File: src/rtl/bus_req_initiator.sv
// Initiator side of the four-phase pending/done handshake. It accepts one command at a time,
// holds the bus request, and reports completion or a timeout abort.
module bus_req_initiator #(
    parameter int ADDR_WIDTH = 17,
    parameter int DATA_WIDTH = 8,
    parameter int TIMEOUT    = 1023
) (
    input  logic                  clk,
    input  logic                  reset,
    input  logic                  cmd_valid,
    output logic                  cmd_ready,
    input  logic                  cmd_we,
    input  logic [ADDR_WIDTH-1:0] cmd_addr,
    input  logic [DATA_WIDTH-1:0] cmd_wr_data,
    output logic                  pending,
    output logic                  bus_we,
    output logic [ADDR_WIDTH-1:0] bus_addr,
    output logic [DATA_WIDTH-1:0] bus_wr_data,
    input  logic                  done,
    input  logic [DATA_WIDTH-1:0] bus_rd_data,
    output logic                  resp_valid,
    output logic [DATA_WIDTH-1:0] resp_rd_data,
    output logic                  resp_err
);
    typedef enum logic [1:0] {IDLE, REQ, RELEASE, RESP} state_t;

    // The timer counts cycles already spent in REQ or RELEASE, so expiry happens on the TIMEOUT-th cycle.
    localparam logic [15:0] TIMER_LAST = 16'(TIMEOUT - 1);

    state_t                  state_q, state_d;
    logic                    sync1_q, done_s_q;
    logic [15:0]             timer_q, timer_d;
    logic                    pending_q, pending_d;
    logic                    cmd_ready_q, cmd_ready_d;
    logic                    bus_we_q, bus_we_d;
    logic [ADDR_WIDTH-1:0]   bus_addr_q, bus_addr_d;
    logic [DATA_WIDTH-1:0]   bus_wr_data_q, bus_wr_data_d;
    logic [DATA_WIDTH-1:0]   rd_data_q, rd_data_d;
    logic                    err_q, err_d;
    logic                    accept;
    logic                    expired;

    assign accept  = (state_q == IDLE) && cmd_ready_q && cmd_valid;
    assign expired = (timer_q == TIMER_LAST);

    always_ff @(posedge clk) begin
        if (reset) begin
            state_q       <= IDLE;
            sync1_q       <= 1'b0;
            done_s_q      <= 1'b0;
            timer_q       <= '0;
            pending_q     <= 1'b0;
            cmd_ready_q   <= 1'b0;
            bus_we_q      <= 1'b0;
            bus_addr_q    <= '0;
            bus_wr_data_q <= '0;
            rd_data_q     <= '0;
            err_q         <= 1'b0;
        end else begin
            state_q       <= state_d;
            sync1_q       <= done;
            done_s_q      <= sync1_q;
            timer_q       <= timer_d;
            pending_q     <= pending_d;
            cmd_ready_q   <= cmd_ready_d;
            bus_we_q      <= bus_we_d;
            bus_addr_q    <= bus_addr_d;
            bus_wr_data_q <= bus_wr_data_d;
            rd_data_q     <= rd_data_d;
            err_q         <= err_d;
        end
    end

    always_comb begin
        state_d = state_q;
        case (state_q)
            IDLE:    if (accept) state_d = REQ;
            REQ:     if (done_s_q || expired) state_d = RELEASE;
            RELEASE: if (!done_s_q || expired) state_d = RESP;
            RESP:    state_d = IDLE;
            default: state_d = IDLE;
        endcase
    end

    always_comb begin
        bus_we_d      = bus_we_q;
        bus_addr_d    = bus_addr_q;
        bus_wr_data_d = bus_wr_data_q;
        rd_data_d     = rd_data_q;
        err_d         = err_q;
        timer_d       = expired ? timer_q : timer_q + 16'd1;
        if ((state_d != state_q) && ((state_d == REQ) || (state_d == RELEASE))) begin
            timer_d = '0;
        end
        if (accept) begin
            bus_we_d      = cmd_we;
            bus_addr_d    = cmd_addr;
            bus_wr_data_d = cmd_wr_data;
        end
        if ((state_q == REQ) && (state_d == RELEASE)) begin
            err_d = !done_s_q;
            if (done_s_q && !bus_we_q) begin
                rd_data_d = bus_rd_data;
            end
        end
        // A responder still holding done when RELEASE expires is also an abort.
        if ((state_q == RELEASE) && (state_d == RESP) && done_s_q) begin
            err_d = 1'b1;
        end
        pending_d   = (state_q == REQ) && (state_d == REQ);
        cmd_ready_d = (state_d == IDLE);
    end

    assign cmd_ready    = cmd_ready_q;
    assign pending      = pending_q;
    assign bus_we       = bus_we_q;
    assign bus_addr     = bus_addr_q;
    assign bus_wr_data  = bus_wr_data_q;
    assign resp_valid   = (state_q == RESP);
    assign resp_rd_data = rd_data_q;
    assign resp_err     = err_q;
endmodule

File: config.mk
export PLATFORM = sky130hd
export DESIGN_NAME = bus_req_initiator
export DESIGN_NICKNAME = d
export VERILOG_FILES = /design/src/rtl/bus_req_initiator.sv
export SDC_FILE = /design/constraint.sdc
export NUM_CORES = 1
export LEC_CHECK = 0
export CELL_PAD_IN_SITES_DETAIL_PLACEMENT = 0
export CELL_PAD_IN_SITES_GLOBAL_PLACEMENT = 1
export CORE_MARGIN = 3
export CORE_UTILIZATION = 31
export CTS_BUF_LIST = sky130_fd_sc_hd__clkbuf_8
export CTS_CLUSTER_DIAMETER = 80
export DETAILED_ROUTE_END_ITERATION = 7
export GPL_ROUTABILITY_DRIVEN = 0
export PLACE_DENSITY_LB_ADDON = 0.1
export SLEW_MARGIN = 40
export SYNTH_ARGS = -nofsm -noshare
export SYNTH_HDL_FRONTEND = slang
export SYNTH_SLANG_ARGS = --single-unit
File: constraint.sdc
create_clock -name clk -period 2.9 [get_ports clk]
set_clock_uncertainty 0.05 [all_clocks]
set_input_delay 0.58 -clock clk [delete_from_list [all_inputs] [get_ports clk]]
set_output_delay 0.58 -clock clk [all_outputs]
set_load 0.02 [all_outputs]
# Yosys cells after proc, flatten, opt, wreduce, memory -nomap -nowiden
# Index checks and enable logic that the tools add are counted.
# Widths: inputs -> output; s select.
[classes] add_sub_neg=1 n_eq_ne=8 n_mux=6 n_reduce_logical=18
[op_table] op="$add 16x1->16 const B" n=1
[op_table] op="$eq 16x10->1 const B" n=1
[op_table] op="$eq 2x2->1 const B" n=4
[op_table] op="$logic_and 1x1->1" n=8
[op_table] op="$pmux 2 s4" n=1
[op_table] op="$mux 2" n=3
[op_table] op="$eq 2x1->1 const B" n=2
[op_table] op="$logic_not 2->1" n=2
[op_table] op="$logic_or 1x1->1" n=3
[op_table] op="$logic_not 1->1" n=2
[op_table] op="$mux 1" n=2
[op_table] op="$ne 2x2->1" n=1
[op_table] op="$reduce_and 2->1" n=1
[op_table] op="$reduce_bool 2->1" n=1
[op_table] op="$reduce_or 2->1" n=1
[totals] ff_bits=57 input_bits=38 output_inout_bits=38 elab_cells=44

# Depth between registers and ports, before layout
[depth] depth_word=9 mapped_depth=12

# Worst setup path before layout
# No wires, ideal clock.
[synth_timing] kind="flip-flop to flip-flop" startpoint="register timer_q[1]" endpoint="register rd_data_q[0], in the netlist resp_rd_data[0]" setup_ps=128 arrival_time_ps=2934 required_ps=2722 setup_slack_ps=-212 path_stages_with_launch=11 path_buffers=1 cell_sequence="dfxtp_1 ha_1 or4b_4 or4_4 buf_6 a22oi_1 ha_1 nand2_1 nor3_2 mux2i_1 nor2_1"
[synth_between] elab_chain_len=7 word_cells_on_any_way=9 cone_classes="eq/ne (2); mux (3); reduce/logical (4)"
[synth_rtl] item="start, declared" line_no="32" rtl="logic [15:0] timer_q, timer_d;"
[synth_rtl] item="start signal, assigned" line_no="63" rtl="timer_q <= timer_d;"
[synth_rtl] item="$eq 16x10->1 (*)" line_no="44" rtl="assign expired = (timer_q == TIMER_LAST);"
[synth_rtl] item="$logic_or 1x1->1, on equally long branches" line_no="79, 78"
[synth_rtl] item="$mux 2, on equally long branches" line_no="79, 78"
[synth_rtl] item="$pmux 2 s4 (*)" line_no="76" rtl="case (state_q)"
[synth_rtl] item="$eq 2x2->1 (*)" line_no="100" rtl="if ((state_q == REQ) && (state_d == RELEASE)) begin"
[synth_rtl] item="$logic_and 1x1->1 (*)" line_no="100"
[synth_rtl] item="$reduce_and 2->1 (no line) (*)"
[synth_rtl] item="end signal, assigned" line_no="69" rtl="rd_data_q <= rd_data_d;"
[synth_rtl] item="end, declared" line_no="38" rtl="logic [DATA_WIDTH-1:0] rd_data_q, rd_data_d;"
# Every way passes the cells marked *; elsewhere a longest branch is shown, timed or not.
# A chain may end at the register's enable or synchronous reset.

# Worst setup path in the final report
[layout_timing] startpoint="register timer_q[0]" endpoint="register timer_q[1]"
[layout_between] elab_chain_len=8 word_cells_on_any_way=13 cone_classes="add/sub (1); eq/ne (4); mux (3); reduce/logical (5)"
[layout_rtl] item="$eq 16x10->1 (*)" line_no="44"
[layout_rtl] item="$logic_or 1x1->1, on equally long branches" line_no="79, 78"
[layout_rtl] item="$mux 2, on equally long branches" line_no="79, 78"
[layout_rtl] item="$pmux 2 s4 (*)" line_no="76"
[layout_rtl] item="via state_d[0]" line_no="30" rtl="state_t state_q, state_d;"
[layout_rtl] item="$eq 2x1->1 / $eq 2x2->1 (equally long branches)" line_no="92" rtl="if ((state_d != state_q) && ((state_d == REQ) || (state_d == RELEASE))) begin"
[layout_rtl] item="$logic_or 1x1->1" line_no="92"
[layout_rtl] item="$logic_and 1x1->1 (*)" line_no="92"
[layout_rtl] item="$reduce_or 2->1 (no line) (*)"
# Mark *: on every way through the listed nets, which the timed path passes. The rest lies on a longest branch.

==> impl_results.md <==
* Syn nets at 324
* Async S/R FF share, synth at 0%
* Class of the worst hold path: reg2reg
* Overall Power at 1.94 mW
* Minimum clock period at 2.73 ns
* Core footprint at 7370 sq um
* Number of synthesized flops with an enable pin at 0
* Fillers at 731
* Remaining DRCs at 0
* Dpl ws at 0.0896 ns
* CP Launch Type: flop
* Post-synth top area cell: dfxtp_1
* Setup-violating endpoint count in the final report at 0
* Num Clock Sinks at 57
* Initial Util at 32.5%
* Status: finished, final reports clean
* Critical path endpoint category: flop
* Slowest CP cell: or4b_4
* Worst slew pin tran at 0.369 ns
* Multi-input logic area at 1160 sq um
* Vert. Die Dim at 93.9 um
* Count of pins over their slew limit at 0
* Worst EP arrival at 2.92 ns
* First-pass GRT wire length at 10.3 mm
* Final worst-path cycle share at 94.1%
* Total Routing Usage GR at 14.9%
* Post-detail-place hpwl at 4.10 mm
* Synthesis-to-finish area growth at 48.6%
* Drt initial violations at 66
* Area of the die at 8810 sq um
* Nets at 408
* Rows at 31
* Synthesized flop and latch total at 57
* IO Pins at 76
* Flop2flop setup slack at 0.17 ns
* Yosys warning total at 0
* Seq/Total Area, Yosys at 47.7%
* RSZ-0062 raised after global routing: false
* Crit-path cells: inv_1 -> ha_1 -> or4b_4 -> or4_4 -> nand3_1 -> a22o_2 -> ha_1 -> a21oi_2 -> a31oi_4 -> buf_12 -> a211oi_1
* CP max stage delay at 0.49 ns
* Commonest non-fill, non-tap cell in the layout: clkdlybuf4s50_1
* Kind of critical path: reg2reg
* Power Density at 546 nW/um^2
* Final ANT Viol Nets at 0
* Storage element area at 1140 sq um
* Via count of the first global-routing pass at 2,229
* CTS buffer count at 9
* H-tree depth at 3
* Die X at 93.9 um
* Clock-pin transition on the worst setup and hold timing paths at 0.06 ns
* CTS tree: done
* Max_cap viols at 0
* Max Clk Rate at 0.366 GHz
* # diodes at 0
* # hold bufs at CTS at 0
* I/O Buffers at 75
* CP Max Fanout at 16
* Final wirelength at 5.97 mm
* Setup TNS at 0 ns
* Syn Std Cell Area at 2390 sq um
* Worst setup margin at 0.171 ns
* Layout cells sized above 1 at 12.2%
* Final Hold Fails at 0
* Ys flop type: dfxtp_1
* Maximum vdd drop at 0.219 mV
* Initial antenna violation count at 0
* Most used cell, CP: ha_1
* Largest net degree at the start of global routing at 27
* Routed length per instance at 12.8 um
* Finished Core Util at 48.3%
* Clock latency on the worst-skew pair at 0.33 ns
* Ranking of synthesized cells by area: dfxtp_1, nand2_1, a21oi_1, mux2i_1, nor2_1
* Avg Inst Size Synth at 8.55 sq um
* Cells after Synth at 280
* Leak pwr at 1.26 nW
* Clock buffer depth at 2
* Clock root cell: clkbuf_8
* Most frequent cells in the layout: clkdlybuf4s50_1, nand2_1, dfxtp_1
* Synth top area share at 47.7%
* Grt total ovfl at 0
* Total number of vias at 2,196
* Vias per std cell at 4.70
* Slew Limit Headroom at 75.1%
* DRT Pass-1 Iters at 4
* WP data required at 3.09 ns
* Count of cell types in the netlist at 41
-- flip-flops by register name (all words and copies together) (netlist names) --
register      cells
bus_addr         17
timer_q          16
bus_wr_data       8
resp_rd_data      8
state_q           2
bus_we            1
cmd_ready         1
done_s_q          1
pending           1
resp_err          1
sync1_q           1
-- cells in the mapped netlist (4+ instances only) --
| cell | count |
|---|---|
| dfxtp_1 | 57 |
| nand2_1 | 57 |
| a21oi_1 | 36 |
| nor2_1 | 21 |
| clkbuf_1 | 12 |
| inv_1 | 11 |
| mux2i_1 | 8 |
| nand3_1 | 7 |
| ha_1 | 6 |
| nand4_1 | 5 |
| or3_1 | 5 |
| xnor2_1 | 5 |
| nor3_1 | 4 |
| nor4_1 | 4 |
| o31ai_1 | 4 |
-- through the flow --
stage | instance area [sq um] | cells | hold WS (ns)
2_1_floorplan | 2410 | 280 | 0.364
3_3_place_gp | 3310 | 451 | 0.375
3_5_place_dp | 3310 | 451 | 0.382
4_1_cts | 3520 | 466 | 0.405
5_1_grt | 3560 | 467 | 0.417
6_report | 3560 | 467 | 0.399
-- worst paths after layout --
path / from / endpoint / cells past startpoint
max: timer_q[0] / timer_q[1] / 11
min: sync1_q / done_s_q / 1
max reg2reg: timer_q[0] / timer_q[1] / 11
min reg2reg: sync1_q / done_s_q / 1
-- worst max-delay path: cells and delay by family, from the launching register on --
kind / cells / cell delay (ns)
and+or+nand+nor: 3 / 1.12
AOI/OAI and AO/OA: 4 / 0.58
adders and majority gates: 2 / 0.36
DFF: 1 / 0.32
buffers and inverters: 2 / 0.21
-- where the power goes --
group	internal, mW	switching, mW
combinational	0.156	0.153
clock	0.484	0.303
sequential	0.821	0.0235
-- what timing repair did --
action,CTS,global route
endpoints found under the setup margin,0,23
setup buffers,0,1
gates resized for setup,0,2
-- cell type report --
cell class                 count  share of cell area (%)
timing repair buffer          88                    24.6
tap                           99                    3.48
sequential                    57                    32.2
clock buffer                  13                    5.03
clock inverter                 2                   0.985
inverter                      11                    1.16
multi-input combinational    197                    32.6
-- cells by family (layout without fill, tap and decap cells) --
logic type                 Yosys count  count (layout)  share of synthesized area [%]
and+or+nand+nor                    121             121                           24.1
DFF                                 57              57                           47.7
adders and majority gates            6               6                           3.14
buffers and inverters               26             114                           5.02
muxes                                8               8                           3.35
xor gates and xnor gates             5               5                           1.83
AOI/OAI and AO/OA                   57              57                           14.9
-- layer usage --
layer / vias up / global-route usage, % / wire length [um]
li1: 1129 / - / -
met1: 998 / 17.4 / 2670
met2: 60 / 22.7 / 2630
met3: 9 / 6.73 / 537
met4: 0 / 7.94 / 133
met5: - / 0 / 0
No activity file was read; power rests on OpenSTA's default activity.
